`config.mk`:
```
export PLATFORM = sky130hd
export DESIGN_NAME = fxu_issue_queue_flat
export DESIGN_NICKNAME = d
export VERILOG_FILES = /design/src/rtl/fxu_issue_queue_pkg.sv /design/src/rtl/fxu_issue_queue_if.sv /design/src/rtl/fxu_iq_pick.sv /design/src/rtl/fxu_issue_queue.sv /design/src/flat_wrapper.sv
export SDC_FILE = /design/constraint.sdc
export NUM_CORES = 1
export LEC_CHECK = 0
export ABC_CLOCK_PERIOD_IN_PS = 2800
export CAP_MARGIN = 20
export CORE_ASPECT_RATIO = 0.75
export CORE_MARGIN = 2
export CORE_UTILIZATION = 45
export DETAILED_ROUTE_END_ITERATION = 16
export GPL_ROUTABILITY_DRIVEN = 0
export MAX_ROUTING_LAYER = met4
export PLACE_DENSITY_LB_ADDON = 0.05
export SLEW_MARGIN = 20
export SYNTH_ARGS = -nofsm -noshare
export SYNTH_HDL_FRONTEND = slang
export SYNTH_SLANG_ARGS = --single-unit
```
`constraint.sdc`:
```
create_clock -name clk -period 2.8 [get_ports clk]
set_input_delay 0.28 -clock clk [delete_from_list [all_inputs] [get_ports clk]]
set_output_delay 0.28 -clock clk [all_outputs]
set_load 0.005 [all_outputs]
```
`src/rtl/fxu_issue_queue_pkg.sv`:
```
// Shared definitions for the FXU issue queue: opcodes, default widths, allocation helper.
package fxu_issue_queue_pkg;

  localparam logic [3:0] OP_ADD  = 4'd0;
  localparam logic [3:0] OP_SUB  = 4'd1;
  localparam logic [3:0] OP_MOV  = 4'd4;
  localparam logic [3:0] OP_MOVL = 4'd5;
  localparam logic [3:0] OP_MOVH = 4'd6;

  localparam int TAG_W_DEF   = 4;
  localparam int DATA_W_DEF  = 16;
  localparam int ENTRIES_MAX = 8;

  // Isolates the lowest set bit; used to pick the lowest-numbered free slot.
  function automatic logic [ENTRIES_MAX-1:0] lowest_one(input logic [ENTRIES_MAX-1:0] v);
    return v & (~v + 1'b1);
  endfunction

endpackage

```
`src/rtl/fxu_issue_queue_if.sv`:
```
// Dispatch, CDB snoop and FXU issue signals of the issue queue.
interface fxu_issue_queue_if #(
  parameter int TAG_W  = 4,
  parameter int DATA_W = 16
);
  // Dispatch transfers on a cycle where disp_valid && disp_ready; disp_ready depends only on
  // registered queue state, and the dispatcher holds its payload until it transfers.
  logic              disp_valid;
  logic              disp_ready;
  logic [3:0]        disp_opcode;
  logic [TAG_W-1:0]  disp_index;
  logic              disp_a_rdy;
  logic [TAG_W-1:0]  disp_a_tag;
  logic [DATA_W-1:0] disp_va;
  logic              disp_b_rdy;
  logic [TAG_W-1:0]  disp_b_tag;
  logic [DATA_W-1:0] disp_vb;
  logic [7:0]        disp_i;

  logic              cdb_valid;
  logic [TAG_W-1:0]  cdb_tag;
  logic [DATA_W-1:0] cdb_value;

  logic              iss_valid;
  logic [3:0]        iss_opcode;
  logic [TAG_W-1:0]  iss_index;
  logic [DATA_W-1:0] iss_va;
  logic [DATA_W-1:0] iss_vb;
  logic [7:0]        iss_i;

  modport master (
    output disp_valid, disp_opcode, disp_index, disp_a_rdy, disp_a_tag, disp_va,
           disp_b_rdy, disp_b_tag, disp_vb, disp_i, cdb_valid, cdb_tag, cdb_value,
    input  disp_ready, iss_valid, iss_opcode, iss_index, iss_va, iss_vb, iss_i
  );

  modport slave (
    input  disp_valid, disp_opcode, disp_index, disp_a_rdy, disp_a_tag, disp_va,
           disp_b_rdy, disp_b_tag, disp_vb, disp_i, cdb_valid, cdb_tag, cdb_value,
    output disp_ready, iss_valid, iss_opcode, iss_index, iss_va, iss_vb, iss_i
  );
endinterface

```
`src/rtl/fxu_iq_pick.sv`:
```
// Oldest-ready picker: older[e][j] set means entry j is older than entry e.
module fxu_iq_pick #(
  parameter int N = 4
) (
  input  logic [N-1:0]        req,
  input  logic [N-1:0][N-1:0] older,
  output logic [N-1:0]        grant,
  output logic                any
);

  // An entry wins when no older entry is also requesting.
  always_comb begin
    for (int e = 0; e < N; e++) begin
      grant[e] = req[e] && !(|(older[e] & req));
    end
  end

  assign any = |req;

endmodule

```
`src/rtl/fxu_issue_queue.sv`:
```
// Reservation station in front of the FXU: buffers ops, snoops the CDB, issues oldest ready op.
module fxu_issue_queue
  import fxu_issue_queue_pkg::*;
#(
  parameter int ENTRIES = 4,
  parameter int TAG_W   = TAG_W_DEF,
  parameter int DATA_W  = DATA_W_DEF
) (
  input  logic                           clk,
  input  logic                           rst_n,
  input  logic                           flush,
  fxu_issue_queue_if.slave               bus,
  output logic [$clog2(ENTRIES+1)-1:0]   occupancy
);

  localparam int SEL_W = $clog2(ENTRIES);
  localparam int OCC_W = $clog2(ENTRIES+1);

  logic [ENTRIES-1:0]              valid, a_rdy, b_rdy;
  logic [3:0]                      opcode [ENTRIES];
  logic [TAG_W-1:0]                index  [ENTRIES];
  logic [TAG_W-1:0]                a_tag  [ENTRIES];
  logic [TAG_W-1:0]                b_tag  [ENTRIES];
  logic [DATA_W-1:0]               va     [ENTRIES];
  logic [DATA_W-1:0]               vb     [ENTRIES];
  logic [7:0]                      imm    [ENTRIES];
  logic [ENTRIES-1:0][ENTRIES-1:0] older;

  logic [ENTRIES-1:0]     req, grant, grant_eff, alloc;
  logic [ENTRIES_MAX-1:0] free_oh;
  logic                   req_any, issue_en, disp_fire;
  logic [SEL_W-1:0]       sel;
  logic                   disp_a_rdy_eff, disp_b_rdy_eff;
  logic [DATA_W-1:0]      disp_va_eff, disp_vb_eff;

  assign req = valid & a_rdy & b_rdy;

  fxu_iq_pick #(.N(ENTRIES)) u_pick (
    .req   (req),
    .older (older),
    .grant (grant),
    .any   (req_any)
  );

  assign issue_en  = req_any && !flush;
  assign grant_eff = issue_en ? grant : '0;

  always_comb begin
    sel = '0;
    for (int e = 0; e < ENTRIES; e++) begin
      if (grant[e]) sel = SEL_W'(e);
    end
  end

  // Full is judged on start-of-cycle state, so a slot freed by this cycle's issue waits a cycle.
  assign bus.disp_ready = !(&valid);
  assign disp_fire      = bus.disp_valid && bus.disp_ready && !flush;

  always_comb begin
    free_oh = lowest_one(ENTRIES_MAX'(~valid));
    alloc   = disp_fire ? free_oh[ENTRIES-1:0] : '0;
  end

  // A result on the CDB in the dispatch cycle is captured directly into the new entry.
  assign disp_a_rdy_eff = bus.disp_a_rdy || (bus.cdb_valid && bus.cdb_tag == bus.disp_a_tag);
  assign disp_b_rdy_eff = bus.disp_b_rdy || (bus.cdb_valid && bus.cdb_tag == bus.disp_b_tag);
  assign disp_va_eff    = bus.disp_a_rdy ? bus.disp_va : bus.cdb_value;
  assign disp_vb_eff    = bus.disp_b_rdy ? bus.disp_vb : bus.cdb_value;

  always_comb begin
    bus.iss_valid  = issue_en;
    bus.iss_opcode = '0;
    bus.iss_index  = '0;
    bus.iss_va     = '0;
    bus.iss_vb     = '0;
    bus.iss_i      = '0;
    if (issue_en) begin
      bus.iss_opcode = opcode[sel];
      bus.iss_index  = index[sel];
      bus.iss_va     = va[sel];
      bus.iss_vb     = vb[sel];
      bus.iss_i      = imm[sel];
    end
  end

  always_comb begin
    occupancy = '0;
    for (int e = 0; e < ENTRIES; e++) begin
      occupancy = occupancy + OCC_W'(valid[e]);
    end
  end

  always_ff @(posedge clk or negedge rst_n) begin
    if (!rst_n) begin
      valid <= '0;
      a_rdy <= '0;
      b_rdy <= '0;
      older <= '0;
      for (int e = 0; e < ENTRIES; e++) begin
        opcode[e] <= '0;
        index[e]  <= '0;
        a_tag[e]  <= '0;
        b_tag[e]  <= '0;
        va[e]     <= '0;
        vb[e]     <= '0;
        imm[e]    <= '0;
      end
    end else if (flush) begin
      valid <= '0;
      older <= '0;
    end else begin
      for (int e = 0; e < ENTRIES; e++) begin
        if (alloc[e]) begin
          valid[e]  <= 1'b1;
          opcode[e] <= bus.disp_opcode;
          index[e]  <= bus.disp_index;
          a_rdy[e]  <= disp_a_rdy_eff;
          a_tag[e]  <= bus.disp_a_tag;
          va[e]     <= disp_va_eff;
          b_rdy[e]  <= disp_b_rdy_eff;
          b_tag[e]  <= bus.disp_b_tag;
          vb[e]     <= disp_vb_eff;
          imm[e]    <= bus.disp_i;
          older[e]  <= valid & ~grant_eff;
        end else begin
          if (grant_eff[e]) valid[e] <= 1'b0;
          older[e] <= older[e] & ~grant_eff;
          if (bus.cdb_valid && !a_rdy[e] && a_tag[e] == bus.cdb_tag) begin
            a_rdy[e] <= 1'b1;
            va[e]    <= bus.cdb_value;
          end
          if (bus.cdb_valid && !b_rdy[e] && b_tag[e] == bus.cdb_tag) begin
            b_rdy[e] <= 1'b1;
            vb[e]    <= bus.cdb_value;
          end
        end
      end
    end
  end

endmodule

```
`src/flat_wrapper.sv`:
```
// flat-port wrapper written by rule: the top's interface ports become plain ports
module fxu_issue_queue_flat import fxu_issue_queue_pkg::*;
#(
  parameter int ENTRIES = 4,
  parameter int TAG_W   = TAG_W_DEF,
  parameter int DATA_W  = DATA_W_DEF
)
  (clk, rst_n, flush, occupancy, bus_disp_valid, bus_disp_opcode, bus_disp_index, bus_disp_a_rdy, bus_disp_a_tag, bus_disp_va, bus_disp_b_rdy, bus_disp_b_tag, bus_disp_vb, bus_disp_i, bus_cdb_valid, bus_cdb_tag, bus_cdb_value, bus_disp_ready, bus_iss_valid, bus_iss_opcode, bus_iss_index, bus_iss_va, bus_iss_vb, bus_iss_i);
  fxu_issue_queue_if #(.TAG_W(TAG_W), .DATA_W(DATA_W)) bus_i ();
  input  logic clk;
  input  logic rst_n;
  input  logic flush;
  output logic [$clog2(ENTRIES+1)-1:0] occupancy;
  input wire logic [$bits(bus_i.disp_valid)-1:0] bus_disp_valid;
  input wire logic [$bits(bus_i.disp_opcode)-1:0] bus_disp_opcode;
  input wire logic [$bits(bus_i.disp_index)-1:0] bus_disp_index;
  input wire logic [$bits(bus_i.disp_a_rdy)-1:0] bus_disp_a_rdy;
  input wire logic [$bits(bus_i.disp_a_tag)-1:0] bus_disp_a_tag;
  input wire logic [$bits(bus_i.disp_va)-1:0] bus_disp_va;
  input wire logic [$bits(bus_i.disp_b_rdy)-1:0] bus_disp_b_rdy;
  input wire logic [$bits(bus_i.disp_b_tag)-1:0] bus_disp_b_tag;
  input wire logic [$bits(bus_i.disp_vb)-1:0] bus_disp_vb;
  input wire logic [$bits(bus_i.disp_i)-1:0] bus_disp_i;
  input wire logic [$bits(bus_i.cdb_valid)-1:0] bus_cdb_valid;
  input wire logic [$bits(bus_i.cdb_tag)-1:0] bus_cdb_tag;
  input wire logic [$bits(bus_i.cdb_value)-1:0] bus_cdb_value;
  output wire logic [$bits(bus_i.disp_ready)-1:0] bus_disp_ready;
  output wire logic [$bits(bus_i.iss_valid)-1:0] bus_iss_valid;
  output wire logic [$bits(bus_i.iss_opcode)-1:0] bus_iss_opcode;
  output wire logic [$bits(bus_i.iss_index)-1:0] bus_iss_index;
  output wire logic [$bits(bus_i.iss_va)-1:0] bus_iss_va;
  output wire logic [$bits(bus_i.iss_vb)-1:0] bus_iss_vb;
  output wire logic [$bits(bus_i.iss_i)-1:0] bus_iss_i;
  assign bus_i.disp_valid = bus_disp_valid;
  assign bus_i.disp_opcode = bus_disp_opcode;
  assign bus_i.disp_index = bus_disp_index;
  assign bus_i.disp_a_rdy = bus_disp_a_rdy;
  assign bus_i.disp_a_tag = bus_disp_a_tag;
  assign bus_i.disp_va = bus_disp_va;
  assign bus_i.disp_b_rdy = bus_disp_b_rdy;
  assign bus_i.disp_b_tag = bus_disp_b_tag;
  assign bus_i.disp_vb = bus_disp_vb;
  assign bus_i.disp_i = bus_disp_i;
  assign bus_i.cdb_valid = bus_cdb_valid;
  assign bus_i.cdb_tag = bus_cdb_tag;
  assign bus_i.cdb_value = bus_cdb_value;
  assign bus_disp_ready = bus_i.disp_ready;
  assign bus_iss_valid = bus_i.iss_valid;
  assign bus_iss_opcode = bus_i.iss_opcode;
  assign bus_iss_index = bus_i.iss_index;
  assign bus_iss_va = bus_i.iss_va;
  assign bus_iss_vb = bus_i.iss_vb;
  assign bus_iss_i = bus_i.iss_i;
  fxu_issue_queue #(.ENTRIES(ENTRIES), .TAG_W(TAG_W), .DATA_W(DATA_W)) u_core (.clk(clk), .rst_n(rst_n), .flush(flush), .bus(bus_i), .occupancy(occupancy));
endmodule
```
==> results.toml <==
[cts]
clkTransAtPathRegs_ns = 0.07
cts.sinks = 252
cts_tree = "done"
clk_path_buf_depth = 3
htreeDepth = 1
worstSkewPairLatency_ns = 0.54
root_buffer = "clkbuf_16"
cts_buffers = 26

[drt]
drtAntennaViolNets = 0
wl_per_cell_um = 25.2
routed_wl_um = 50800
drtPass1Iterations = 5
avgViaCountPerCell = 6.02
via_count = 12100
drt_iter0_drc = 1180
drc_errors = 0

[sta]
period_share_pct = 102
finalCriticalPeriod_ns = 2.86
final.setup.tns_ns = -1.09
fmax_mhz = 349
slew_violations = 0
grt_setup_unrepaired = "yes"
final_hold_viol_count = 0
setup_viol = 32
skew_ns = 0.0148
worstMarginPinSlew_ns = 0.927
holdWs_ns = 0.329
slew_headroom_pct = 38.2
fin_ws_ns = -0.0615

[yosys]
ys_ff_latch = 252
synth_enable_flop_cells = 0
syn_avg_cell_area_um2 = 9.26
yosys.area.top_type = "dfrtp_1"
syn-num-nets = 1490
netlist_top_cells_count = "nand2_1, dfrtp_1, inv_1"
ys_warn_count = 0
yosysMostFrequentCell = "nand2_1"
ys_async_sr_fraction_pct = 100
synth_cells = 1403
yosys-top-cells-area = "dfrtp_1, nand2_1, o221ai_1, mux2i_1, inv_1"
yosysUniqueCellTypes = 57
syn_area_um2 = 13000
synth_top_area_share_pct = 48.5
synth_ff_type = "dfrtp_1"
ys_seq_area_share_pct = 48.5

[grt]
met1_usage_pct = 48.8
grt_pass1_vias = 11600
grt_max_degree = 80
antenna_found_initial = 1
grt_pass1_wl_um = 74500
use_met3_pct = 6.97
grt_usage_pct = 33.7
grt_overflow_total = 0
grt_busiest_layer = "met1"
use_met2_pct = 48.4

[finish]
final_cells = 2018
final_nets = 1701
utilization_pct = 63.9
final_cell_area_um2 = 18000
drive_gt1_share_pct = 23.2
nFillCells = 2248
area_growth_pct = 38.6

[critical_path]
worstPathArrival_ns = 2.58
critPathCaptureType = "output pin"
cp-start-kind = "flip-flop"
crit_path_max_incr_delay_ns = 0.42
cp.required_ns = 2.52
crit_path_max_fanout = 5
crit_slowest_cell = "dfrtp_1"
crit_chain = "buf_6 > nand4_1 > and4_4 > buf_6 > buf_12 > clkbuf_16 > nor3_2 > a2111oi_4 > buf_2"
worstSetupPathType = "reg -> out"
cpMostUsedCell = "buf_6"
reg2reg_depth = 7

[floorplanning]
num_rows = 53
start_util_pct = 46.1
die_area_um2 = 30300
dieWidth_um = 200
fp.dieH_um = 151
io_pins = 136
coreArea_um2 = 28200

[power]
internal_power_mw = 8.05
vdd_drop_max_mv = 0.423
swShare_pct = 31.1
pwr-share-clk_pct = 31.0
seqPwrFrac_pct = 45.2
powerDensity_nw_per_um2 = 648
fin_total_pwr_mw = 11.7
p_switching_mw = 3.63
pwr-share-comb_pct = 23.8
p_leak_nw = 8.34

[place]
dp_hpwl_um = 28100
port_buffers = 135
pre_cts_ws_ns = -0.140
placed_cell_area_um2 = 15200
dp.cells = 1911

[run_status]
outcome = "complete, but fails checks"
failed_checks = "setup timing"

[min_path]
min_path_type = "in -> async"

[flow_run]
maxCapViolations = 0
routing by layer:
layer	routed length (um)	up-vias
met5	0	-
met4	1140	0
met3	5440	102
met2	21600	697
met1	22600	6032
li1	-	5309
worst paths after layout:
path	from	to	slack [ns]
max in group asynchronous	rst_n	u_core.imm[13]$_DFFE_PN0P_	1.67
min reg2reg	u_core.imm[16]$_DFFE_PN0P_	u_core.imm[16]$_DFFE_PN0P_	0.47
max reg2reg	u_core.valid[0]$_DFFE_PN0P_	u_core.va[12]$_DFFE_PN0P_	0.36
max	u_core.valid[1]$_DFFE_PN0P_	bus_iss_va[12]	-0.06
min	rst_n	u_core.a_tag[3]$_DFFE_PN0P_	0.33
min in group clk	bus_disp_i[0]	u_core.imm[24]$_DFFE_PN0P_	0.36
power groups by stage:
stage	clock network, mW	logic [mW]	registers [mW]
after global routing	3.81	3.03	5.36
after global placement	0	2.26	5.20
final	3.62	2.78	5.28
after floorplan	0	1.46	5.07
after CTS	3.64	2.61	5.19
after detailed placement	0	2.31	5.21
repair_timing:
item / CTS / global route
cloned: 15 / 3
buffers inserted: 37 / 13
hold buffers: 1 / 0
endpoints found under the hold margin: 72 / 0
gates resized for setup: 357 / 87
setup endpoints to repair: 51 / 50
pin swaps: 44 / 35
registers in the layout (all words and copies together) (netlist names), 16 cells and up:
register / count
u_core.va: 64
u_core.imm: 32
u_core.a_tag: 16
u_core.older: 16
u_core.index: 16
u_core.vb: 64
u_core.opcode: 16
u_core.b_tag: 16
cells by family (layout without fill, tap and decap cells):
logic type	count (synthesis)	count (layout)	synth area share, %
AOI/OAI and AO/OA	223	223	16.4
xor gates and xnor gates	40	40	2.70
adders and majority gates	4	4	0.443
buffers and inverters	225	454	7.59
DFF	252	252	48.5
muxes	48	48	3.70
other	0	1	0
and+or+nand+nor	611	611	20.6
cells in the final DEF (no fill, tap or decap), types with 5 or more instances in the layout:
cell type	count
nand2_1	395
dfrtp_1	248
inv_1	123
clkdlybuf4s50_1	83
buf_4	80
o221ai_1	76
nor2_1	51
nor3_1	46
a2111oi_4	41
buf_2	35
and3_1	32
a221o_1	32
mux2i_1	31
clkbuf_16	29
xor2_1	26
buf_12	25
buf_6	24
nor3_2	20
o221ai_2	20
buf_16	15
xnor2_1	14
mux2i_2	13
a21oi_1	12
nand4_1	9
nand3b_1	8
clkbuf_8	8
buf_8	8
nand3_1	7
a2111oi_2	7
nand2b_1	7
or3_1	7
o21ai_0	6
a2bb2oi_1	6
clkbuf_2	6
clkinv_2	5
critical path, delay by kind of cell (launching register included):
family	cells	cell delay, ns
buffers and inverters	5	0.81
AND/OR/NAND/NOR	3	0.51
flip-flops	1	0.42
AO/OA/AOI/OAI	1	0.31
layout make-up:
| class | count | area, um^2 | share of cell area (%) |
|---|---|---|---|
| sequential | 252 | 6310 | 35.0 |
| antenna | 1 | 2.50 | 0.0139 |
| timing repair buffer | 285 | 3120 | 17.3 |
| multi-input combinational | 926 | 6760 | 37.5 |
| tap | 385 | 482 | 2.67 |
| clock buffer | 37 | 772 | 4.29 |
| clock inverter | 9 | 109 | 0.604 |
| inverter | 123 | 462 | 2.56 |
No activity file was read; power rests on OpenSTA's default activity.
